===== src/rtl/code_reconverter_if.sv =====
// Request/result bundle for code_reconverter.
// master drives the coded operand, slave returns the decode.
interface code_reconverter_if;
  logic [7:0] a_in;
  logic [3:0] op_in;
  logic       en_in;
  logic [7:0] y_out;
  logic       done_out;
  logic       busy_out;
  logic       err_out;

  modport master (
    output a_in, op_in, en_in,
    input  y_out, done_out, busy_out, err_out
  );

  modport slave (
    input  a_in, op_in, en_in,
    output y_out, done_out, busy_out, err_out
  );
endinterface


===== src/rtl/code_reconverter.sv =====
// Iterative Gray/XS-3/XS-5/BCD to binary decoder, one bit per clock.
// Define CODE_RECONV_CHECK_EN to enable operand range checking.
module code_reconverter #(
  parameter int GRAY_W = 4
) (
  input  logic clk_in,
  input  logic rst_n_in,
  code_reconverter_if.slave io
);

  typedef enum logic {
    S_IDLE,
    S_CALC
  } state_t;

  typedef enum logic [2:0] {
    K_INV,
    K_GRAY,
    K_XS3,
    K_XS5,
    K_BCD
  } kind_t;

  localparam logic [7:0] GMASK =
    8'(8'hFF << (8 - GRAY_W));
  localparam logic [2:0] GCNT = 3'(GRAY_W - 1);

  state_t      state_q;
  kind_t       kind_q;
  logic [2:0]  cnt_q;
  logic [15:0] sh_q;
  logic        pb_q;
  logic        errp_q;
  logic [7:0]  y_q;
  logic        done_q;
  logic        busy_q;
  logic        err_q;

  kind_t       kind_d;
  kind_t       kind_go;
  logic        op_ok;
  logic        rerr;
  logic [2:0]  cnt_go;
  logic [15:0] sh_go;

  logic [15:0] sh_d;
  logic        pb_d;
  logic [7:0]  res;
  logic        nb;
  logic [15:0] t;
  logic [3:0]  hi;
  logic [3:0]  lo;

  assign op_ok = (io.op_in != 4'd0) &&
    ((io.op_in & (io.op_in - 4'd1)) == 4'd0);

  always_comb begin
    kind_d = K_INV;
    if (op_ok) begin
      unique case (1'b1)
        io.op_in[0]: kind_d = K_GRAY;
        io.op_in[1]: kind_d = K_XS3;
        io.op_in[2]: kind_d = K_XS5;
        io.op_in[3]: kind_d = K_BCD;
        default:     kind_d = K_INV;
      endcase
    end
  end

`ifdef CODE_RECONV_CHECK_EN
  always_comb begin
    rerr = 1'b0;
    unique case (kind_d)
      K_INV: rerr = 1'b1;
      K_XS3: rerr = (io.a_in < 8'd3) ||
                    (io.a_in > 8'd18);
      K_XS5: rerr = (io.a_in < 8'd5) ||
                    (io.a_in > 8'd20);
      K_BCD: rerr = (io.a_in[7:4] > 4'd9) ||
                    (io.a_in[3:0] > 4'd9);
      default: rerr = 1'b0;
    endcase
  end
`else
  assign rerr = 1'b0;
`endif

  // A range error collapses to the invalid path: one cycle, y=0.
  always_comb begin
    kind_go = rerr ? K_INV : kind_d;
    cnt_go  = 3'd0;
    sh_go   = {io.a_in, 8'h00};
    unique case (kind_go)
      K_GRAY: begin
        cnt_go = GCNT;
        sh_go  = {io.a_in & GMASK, 8'h00};
      end
      K_BCD:   cnt_go = 3'd7;
      default: cnt_go = 3'd0;
    endcase
  end

  // Gray: code bits leave sh_q[15], binary bits enter sh_q[0].
  // BCD: shift right, then pull back any nibble that reached 8.
  assign nb = pb_q ^ sh_q[15];
  assign t  = sh_q >> 1;
  assign hi = (t[15:12] >= 4'd8) ?
              t[15:12] - 4'd3 : t[15:12];
  assign lo = (t[11:8] >= 4'd8) ?
              t[11:8] - 4'd3 : t[11:8];

  always_comb begin
    sh_d = sh_q;
    pb_d = pb_q;
    res  = 8'h00;
    unique case (kind_q)
      K_GRAY: begin
        sh_d = {sh_q[14:8], 1'b0,
                sh_q[6:0], nb};
        pb_d = nb;
        res  = sh_d[7:0];
      end
      K_XS3: res = sh_q[15:8] - 8'd3;
      K_XS5: res = sh_q[15:8] - 8'd5;
      K_BCD: begin
        sh_d = {hi, lo, t[7:0]};
        res  = sh_d[7:0];
      end
      default: res = 8'h00;
    endcase
  end

  always_ff @(posedge clk_in or negedge rst_n_in) begin
    if (!rst_n_in) begin
      state_q <= S_IDLE;
      kind_q  <= K_INV;
      cnt_q   <= 3'd0;
      sh_q    <= 16'h0000;
      pb_q    <= 1'b0;
      errp_q  <= 1'b0;
      y_q     <= 8'h00;
      done_q  <= 1'b0;
      busy_q  <= 1'b0;
      err_q   <= 1'b0;
    end else begin
      done_q <= 1'b0;
      unique case (state_q)
        S_IDLE: begin
          if (!io.en_in) begin
            state_q <= S_CALC;
            busy_q  <= 1'b1;
            err_q   <= 1'b0;
            kind_q  <= kind_go;
            cnt_q   <= cnt_go;
            sh_q    <= sh_go;
            pb_q    <= 1'b0;
            errp_q  <= rerr;
          end
        end
        S_CALC: begin
          sh_q <= sh_d;
          pb_q <= pb_d;
          if (cnt_q == 3'd0) begin
            state_q <= S_IDLE;
            busy_q  <= 1'b0;
            done_q  <= 1'b1;
            y_q     <= res;
            err_q   <= errp_q;
          end else begin
            cnt_q <= cnt_q - 3'd1;
          end
        end
        default: state_q <= S_IDLE;
      endcase
    end
  end

  assign io.y_out    = y_q;
  assign io.done_out = done_q;
  assign io.busy_out = busy_q;
  assign io.err_out  = err_q;

endmodule


===== src/flat_wrapper.sv =====
// flat-port wrapper written by rule: the top's interface ports become plain ports
module code_reconverter_flat 
#(
  parameter int GRAY_W = 4
)
  (clk_in, rst_n_in, io_a_in, io_op_in, io_en_in, io_y_out, io_done_out, io_busy_out, io_err_out);
  code_reconverter_if io_i ();
  input  logic clk_in;
  input  logic rst_n_in;
  input wire logic [$bits(io_i.a_in)-1:0] io_a_in;
  input wire logic [$bits(io_i.op_in)-1:0] io_op_in;
  input wire logic [$bits(io_i.en_in)-1:0] io_en_in;
  output wire logic [$bits(io_i.y_out)-1:0] io_y_out;
  output wire logic [$bits(io_i.done_out)-1:0] io_done_out;
  output wire logic [$bits(io_i.busy_out)-1:0] io_busy_out;
  output wire logic [$bits(io_i.err_out)-1:0] io_err_out;
  assign io_i.a_in = io_a_in;
  assign io_i.op_in = io_op_in;
  assign io_i.en_in = io_en_in;
  assign io_y_out = io_i.y_out;
  assign io_done_out = io_i.done_out;
  assign io_busy_out = io_i.busy_out;
  assign io_err_out = io_i.err_out;
  code_reconverter #(.GRAY_W(GRAY_W)) u_core (.clk_in(clk_in), .rst_n_in(rst_n_in), .io(io_i));
endmodule

===== config.mk =====
export PLATFORM = sky130hd
export DESIGN_NAME = code_reconverter_flat
export DESIGN_NICKNAME = d
export VERILOG_FILES = /design/src/rtl/code_reconverter_if.sv /design/src/rtl/code_reconverter.sv /design/src/flat_wrapper.sv
export SDC_FILE = /design/constraint.sdc
export NUM_CORES = 1
export LEC_CHECK = 0
export ABC_AREA = 1
export CORE_ASPECT_RATIO = 1.75
export CORE_MARGIN = 1.5
export CORE_UTILIZATION = 55
export CTS_CLUSTER_SIZE = 25
export DETAILED_ROUTE_END_ITERATION = 10
export PLACE_DENSITY = 0.84
export SLEW_MARGIN = 20
export SYNTH_ARGS = -nofsm -noshare
export SYNTH_HDL_FRONTEND = slang
export SYNTH_SLANG_ARGS = --single-unit

===== constraint.sdc =====
create_clock -name clk_in -period 2.4 [get_ports clk_in]
set_clock_uncertainty 0.1 [all_clocks]
set_input_delay 0.72 -clock clk_in [delete_from_list [all_inputs] [get_ports clk_in]]
set_output_delay 0.72 -clock clk_in [all_outputs]
set_load 0.02 [all_outputs]

After elaboration in Yosys (flattened, before gate mapping)
Index checks and enable logic that the tools add are counted.

Register bits: 35. Latch bits: 0. RAM bits: 0. Bits in read-only memories: 0. Input bits: 15. Output and inout bits: 11. Memories kept: 0.

Add/sub/neg operators: 6. Multiply operators: 0. Divide/modulo/power cells: 0. Order comparisons: 2. Eq/ne operators: 11. Shift operators: 0. Muxes and demuxes: 25. Bitwise gates (word level): 4. Reduce and logical (&&, ||, !) cells: 10.

Operators by type and width (count): one-hot mux 16 bit (2 select lines) (2); one-hot mux 8 bit (4 select lines) (1); 2-to-1 mux 16 bit (1); 2-to-1 mux 12 bit (1); one-hot mux 3 bit (2 select lines) (2); one-hot mux 3 bit (4 select lines) (1); AND reduction 2 bit (6); 2-to-1 mux 3 bit (3); 2-to-1 mux 1 bit (8); 2-to-1 mux 4 bit (2); inequality test 2 bit (second input constant) (4); one-hot mux 1 bit (2 select lines) (4); subtractor 8 x 2 -> 8 bit (second input constant) (1); subtractor 8 x 3 -> 8 bit (second input constant) (1); == test 3 x 1 -> 1 bit (second input constant) (2); == test 3 x 2 -> 1 bit (second input constant) (2); == test 3 bit (second input constant) (2); AND 4 bit (1); greater-or-equal comparator 3 x 4 -> 1 bit (second input constant) (1); greater-or-equal comparator 4 bit (second input constant) (1); logical NOT 4 bit (1); nonzero test 4 bit (1); subtractor 3 x 2 -> 4 bit (second input constant) (1); subtractor 4 x 1 -> 4 bit (second input constant) (1); other kinds (7) (8).

Depth between registers and ports, before layout
Depth in word-level cells: 9. Depth in mapped cells: 15.

Worst setup path before layout
Ideal clock, no wire load.

Path type: register to register. From: register u_core.kind_q[2]. To: register u_core.y_q[7], in the netlist u_core.io.y_out[7]. Arrival time: 1.756 ns. Data required time: 2.184 ns. Slack: 0.427 ns. Cell stages (with the launch flop): 16. Buffers on the path: 0. Path through: dfrtp_1 inv_2 nand2_1 nor2_1 inv_1 ha_1 nand2_1 nand2_1 nor2_1 nand2_1 nand2_1 nand2_1 nand2_1 nand2_1 nand2_1 nand2_1.

Word-level cells in the longest chain between the ends: 2. Elaborated cells between the ends (all ways): 5. Classes of those cells: eq/ne: 4; mux: 1.

Ends and longest elaborated chain: start: declaration (line code_reconverter.sv:29) `kind_t kind_q;`; start signal: assignment (line code_reconverter.sv:153) `kind_q <= kind_go;`; == test 3 bit (tied with other cells) (line code_reconverter.sv:116) `unique case (kind_q)`; one-hot mux 8 bit (4 select lines) (*) (line code_reconverter.sv:116); end signal: assignment (line code_reconverter.sv:167) `y_q <= res;`; end: declaration (line code_reconverter.sv:34) `logic [7:0] y_q;`.

Every way passes the cells marked *; elsewhere a longest branch is shown, timed or not. A chain may end at the register's enable or synchronous reset.

Worst setup path in the final report
Ends and elaborated chain as after synthesis.

==> results by group <==
Status
  • Status: complete, no violations

Finish
  • Nets: around 330
  • Most frequent cells in the layout: nand2_1, dfrtp_1, inv_1
  • Layout cells sized above 1: 10.2%
  • Commonest non-fill, non-tap cell in the layout: nand2_1
  • Post-Layout Cell Count: 350
  • Final core utilization: about 68%
  • Final Cell Area: about 2500 µm²
  • Fillers: 314
  • Area Overhead vs Synth: 17.8%
  • Diode count: 0

Timing
  • Final TNS setup: 0 ps
  • Fin crit share: 91.1%
  • RSZ-0062 raised after global routing: false
  • Pins Over Slew Limit: 0
  • Hold WS: 377 ps
  • Crit path time final: 2190 ps
  • Setup ws final: 215 ps
  • Worst slew margin: roughly two thirds
  • Worst-margin pin slew: ~500 ps
  • Final setup violation count: 0
  • Final Hold Viols: 0
  • Fmax: roughly 460 MHz

Setup path
  • WP buf/inv: 2
  • Slowest stage delay, CP: around 420 ps
  • Required time worst endpoint: ~2500 ps
  • Kind of critical path: reg2reg
  • R2R cell count: 15
  • R2R Path End: u_core.io.y_out[7]
  • Most common cell on crit path: nand2_1
  • Crit path cell chain: inv_2 -> nand2_1 -> nor2_1 -> inv_1 -> ha_1 -> nand2_1 -> nand2_1 -> nor2_1 -> nand2_1 -> nand2_1 -> nand2_1 -> nand2_1 -> nand2_1 -> nand2_1 -> nand2_1
  • CP max FO: 5
  • CP max-delay cell: dfrtp_1
  • Critical path startpoint: u_core.kind_q[2]
  • WP data arrival: approximately 2300 ps
  • R2r setup slk: roughly 210 ps
  • Reg2reg start: u_core.kind_q[2]
  • Critical Path End Type: register
  • Worst setup SP type: register
  • Delay-heaviest family, CP: simple AND/OR/NAND/NOR gates

Placed design
  • Setup WS pre-CTS: 131 ps
  • Placed inst area: ~2400 µm²
  • Placed Cells: ~340
  • Dpl hpwl: about 3700 µm
  • Port bufs: 24
  • Placer Congestion: between 0.9 and 1

Die
  • Die ar.: between 4000 and 5000 µm²
  • Die Y: 84.6 µm
  • Die X-Extent: 49.6 µm
  • Io pins: 26
  • Initial core utilization: around 58%
  • Floorplan core area: between 3000 and 4000 µm²
  • Row cnt: 29

GRT
  • Vias in the first global route: ~1900
  • Initial antenna violation count: 0
  • First-pass GRT wire length: 8400 µm
  • GRT Util Overall: between 20% and 30%
  • GRT Residual Overflow: 0
  • Largest net degree at the start of global routing: 35

Routing
  • DR pass1 iterations: 4
  • DR iter-0 viols: 38
  • Vias: between 1500 and 2000
  • DR vias/cell: ~5.6
  • # DRC: 0
  • Antenna-violating nets left: 0
  • WL final: slightly below 5000 µm
  • DR WL/cell: roughly 14 µm

Yosys
  • Leading area contributor after synthesis: dfrtp_1
  • Synth top area share: about two fifths
  • Synth cell types: 34
  • Predominant post-synthesis flop cell: dfrtp_1
  • Count of state elements after synthesis: 34
  • Post-synth EDFFs: 0
  • Sequential-to-total area share from yosys stat: 40.7%
  • Mapped Area: 2090 µm²
  • Ys Warns: 0
  • Syn_nets: ~300
  • Post-synth ARST share: between 90% and 100%
  • Synth Area per Inst: ~7.6 µm²
  • Largest cells by area after synthesis: dfrtp_1, nand2_1, o21ai_0
  • Post-synthesis instance total: 276

Clock network
  • CTS tree: built
  • Hold_buf cts: 0
  • Clock slew at reported path FFs: 70 ps
  • Clk root buf: clkbuf_8
  • Worst-case clock buffer depth: 2
  • TritonCTS Buffers: 5
  • Clock network latency to the later pin of the worst-skew pair: around 290 ps
  • Post-CTS Setup Bufs: 0
  • PostCTS Resize Cnt: 0
  • H-tree levels: 2
  • CTS sink count: 34

Min path
  • WHS Endpoint: u_core.io.y_out[7]
  • Hold Crit Depth: 2
  • Min-delay src: u_core.io.y_out[7]
  • Worst min path class: reg2reg

Power and ir drop
  • Power after layout: 3.22 mW
  • P_leak: 1.17 nW
  • Maximum vdd drop: about 900 µV
  • PD cells: roughly 1300 nW/µm²

Job
  • MaxCap Viol Count: 0
[worst min-delay path: stages (launching register included)]
cell and delay [ps]:
dfrtp_1 340, nand2_1 50, nand2_1 50
[cells by family (layout without fill, tap and decap cells)]
| group | Yosys count | in the layout | synth area share (%) |
|---|---|---|---|
| simple gates | 128 | 128 | 26.9 |
| xor+xnor | 4 | 4 | 1.68 |
| other cells | 1 | 1 | 0.179 |
| fa+ha+maj | 7 | 7 | 4.55 |
| compound gates | 60 | 60 | 16.5 |
| buf+inv | 42 | 70 | 9.52 |
| flops | 34 | 34 | 40.7 |
[report_power, final]
group,switching [mW],internal (mW),total [mW]
combinational,1.02,0.625,1.64
clock,0.213,0.290,0.503
sequential,0.252,0.826,1.08
[metal layers]
layer  vias to the layer above  part of all wire (%)  GRT usage, %
met1                       892                    39          29.4
met3                        21                   4.1          3.74
li1                        961                     -             -
met5                         -                     0             0
met4                         0                   4.7          15.7
met2                        70                    53          45.1
[Yosys cell counts (all sizes together), types with 3 or more instances]
master  count
o22ai       6
ha          6
xor2        3
nor2       22
dfrtp      34
nand3      24
o211ai      3
a31oi       5
nand2      79
o21ai      35
inv        33
a21oi       8
buf         9
[sequential cells by signal, indices dropped and copies added, names as in the netlist]
register / cells
u_core.io.busy_out: 1
u_core.sh_q: 16
u_core.pb_q: 1
u_core.state_q: 1
u_core.cnt_q: 3
u_core.io.done_out: 1
u_core.kind_q: 3
u_core.io.y_out: 8
[cell type report]
type / instances / area, µm² / area share, %
inverters: 33 / 126 / 5.13
well taps: 46 / 57.6 / 2.34
clock buffers: 8 / 110 / 4.47
multi-input cells: 200 / 1040 / 42.3
repair buffers: 29 / 278 / 11.3
flip-flops and latches: 34 / 851 / 34.5
[how the worst max path moves through the flow]
stage | slack, ps | cells after the start | to
floorplan | 430 | 15 | u_core.io.y_out[7]
global placement | 180 | 7 | u_core.sh_q[11]
detailed placement | 130 | 6 | u_core.sh_q[0]
CTS | 230 | 15 | u_core.io.y_out[7]
global route | 80 | 15 | u_core.io.y_out[7]
finish | 210 | 15 | u_core.io.y_out[7]
No activity file was read; power rests on OpenSTA's default activity.
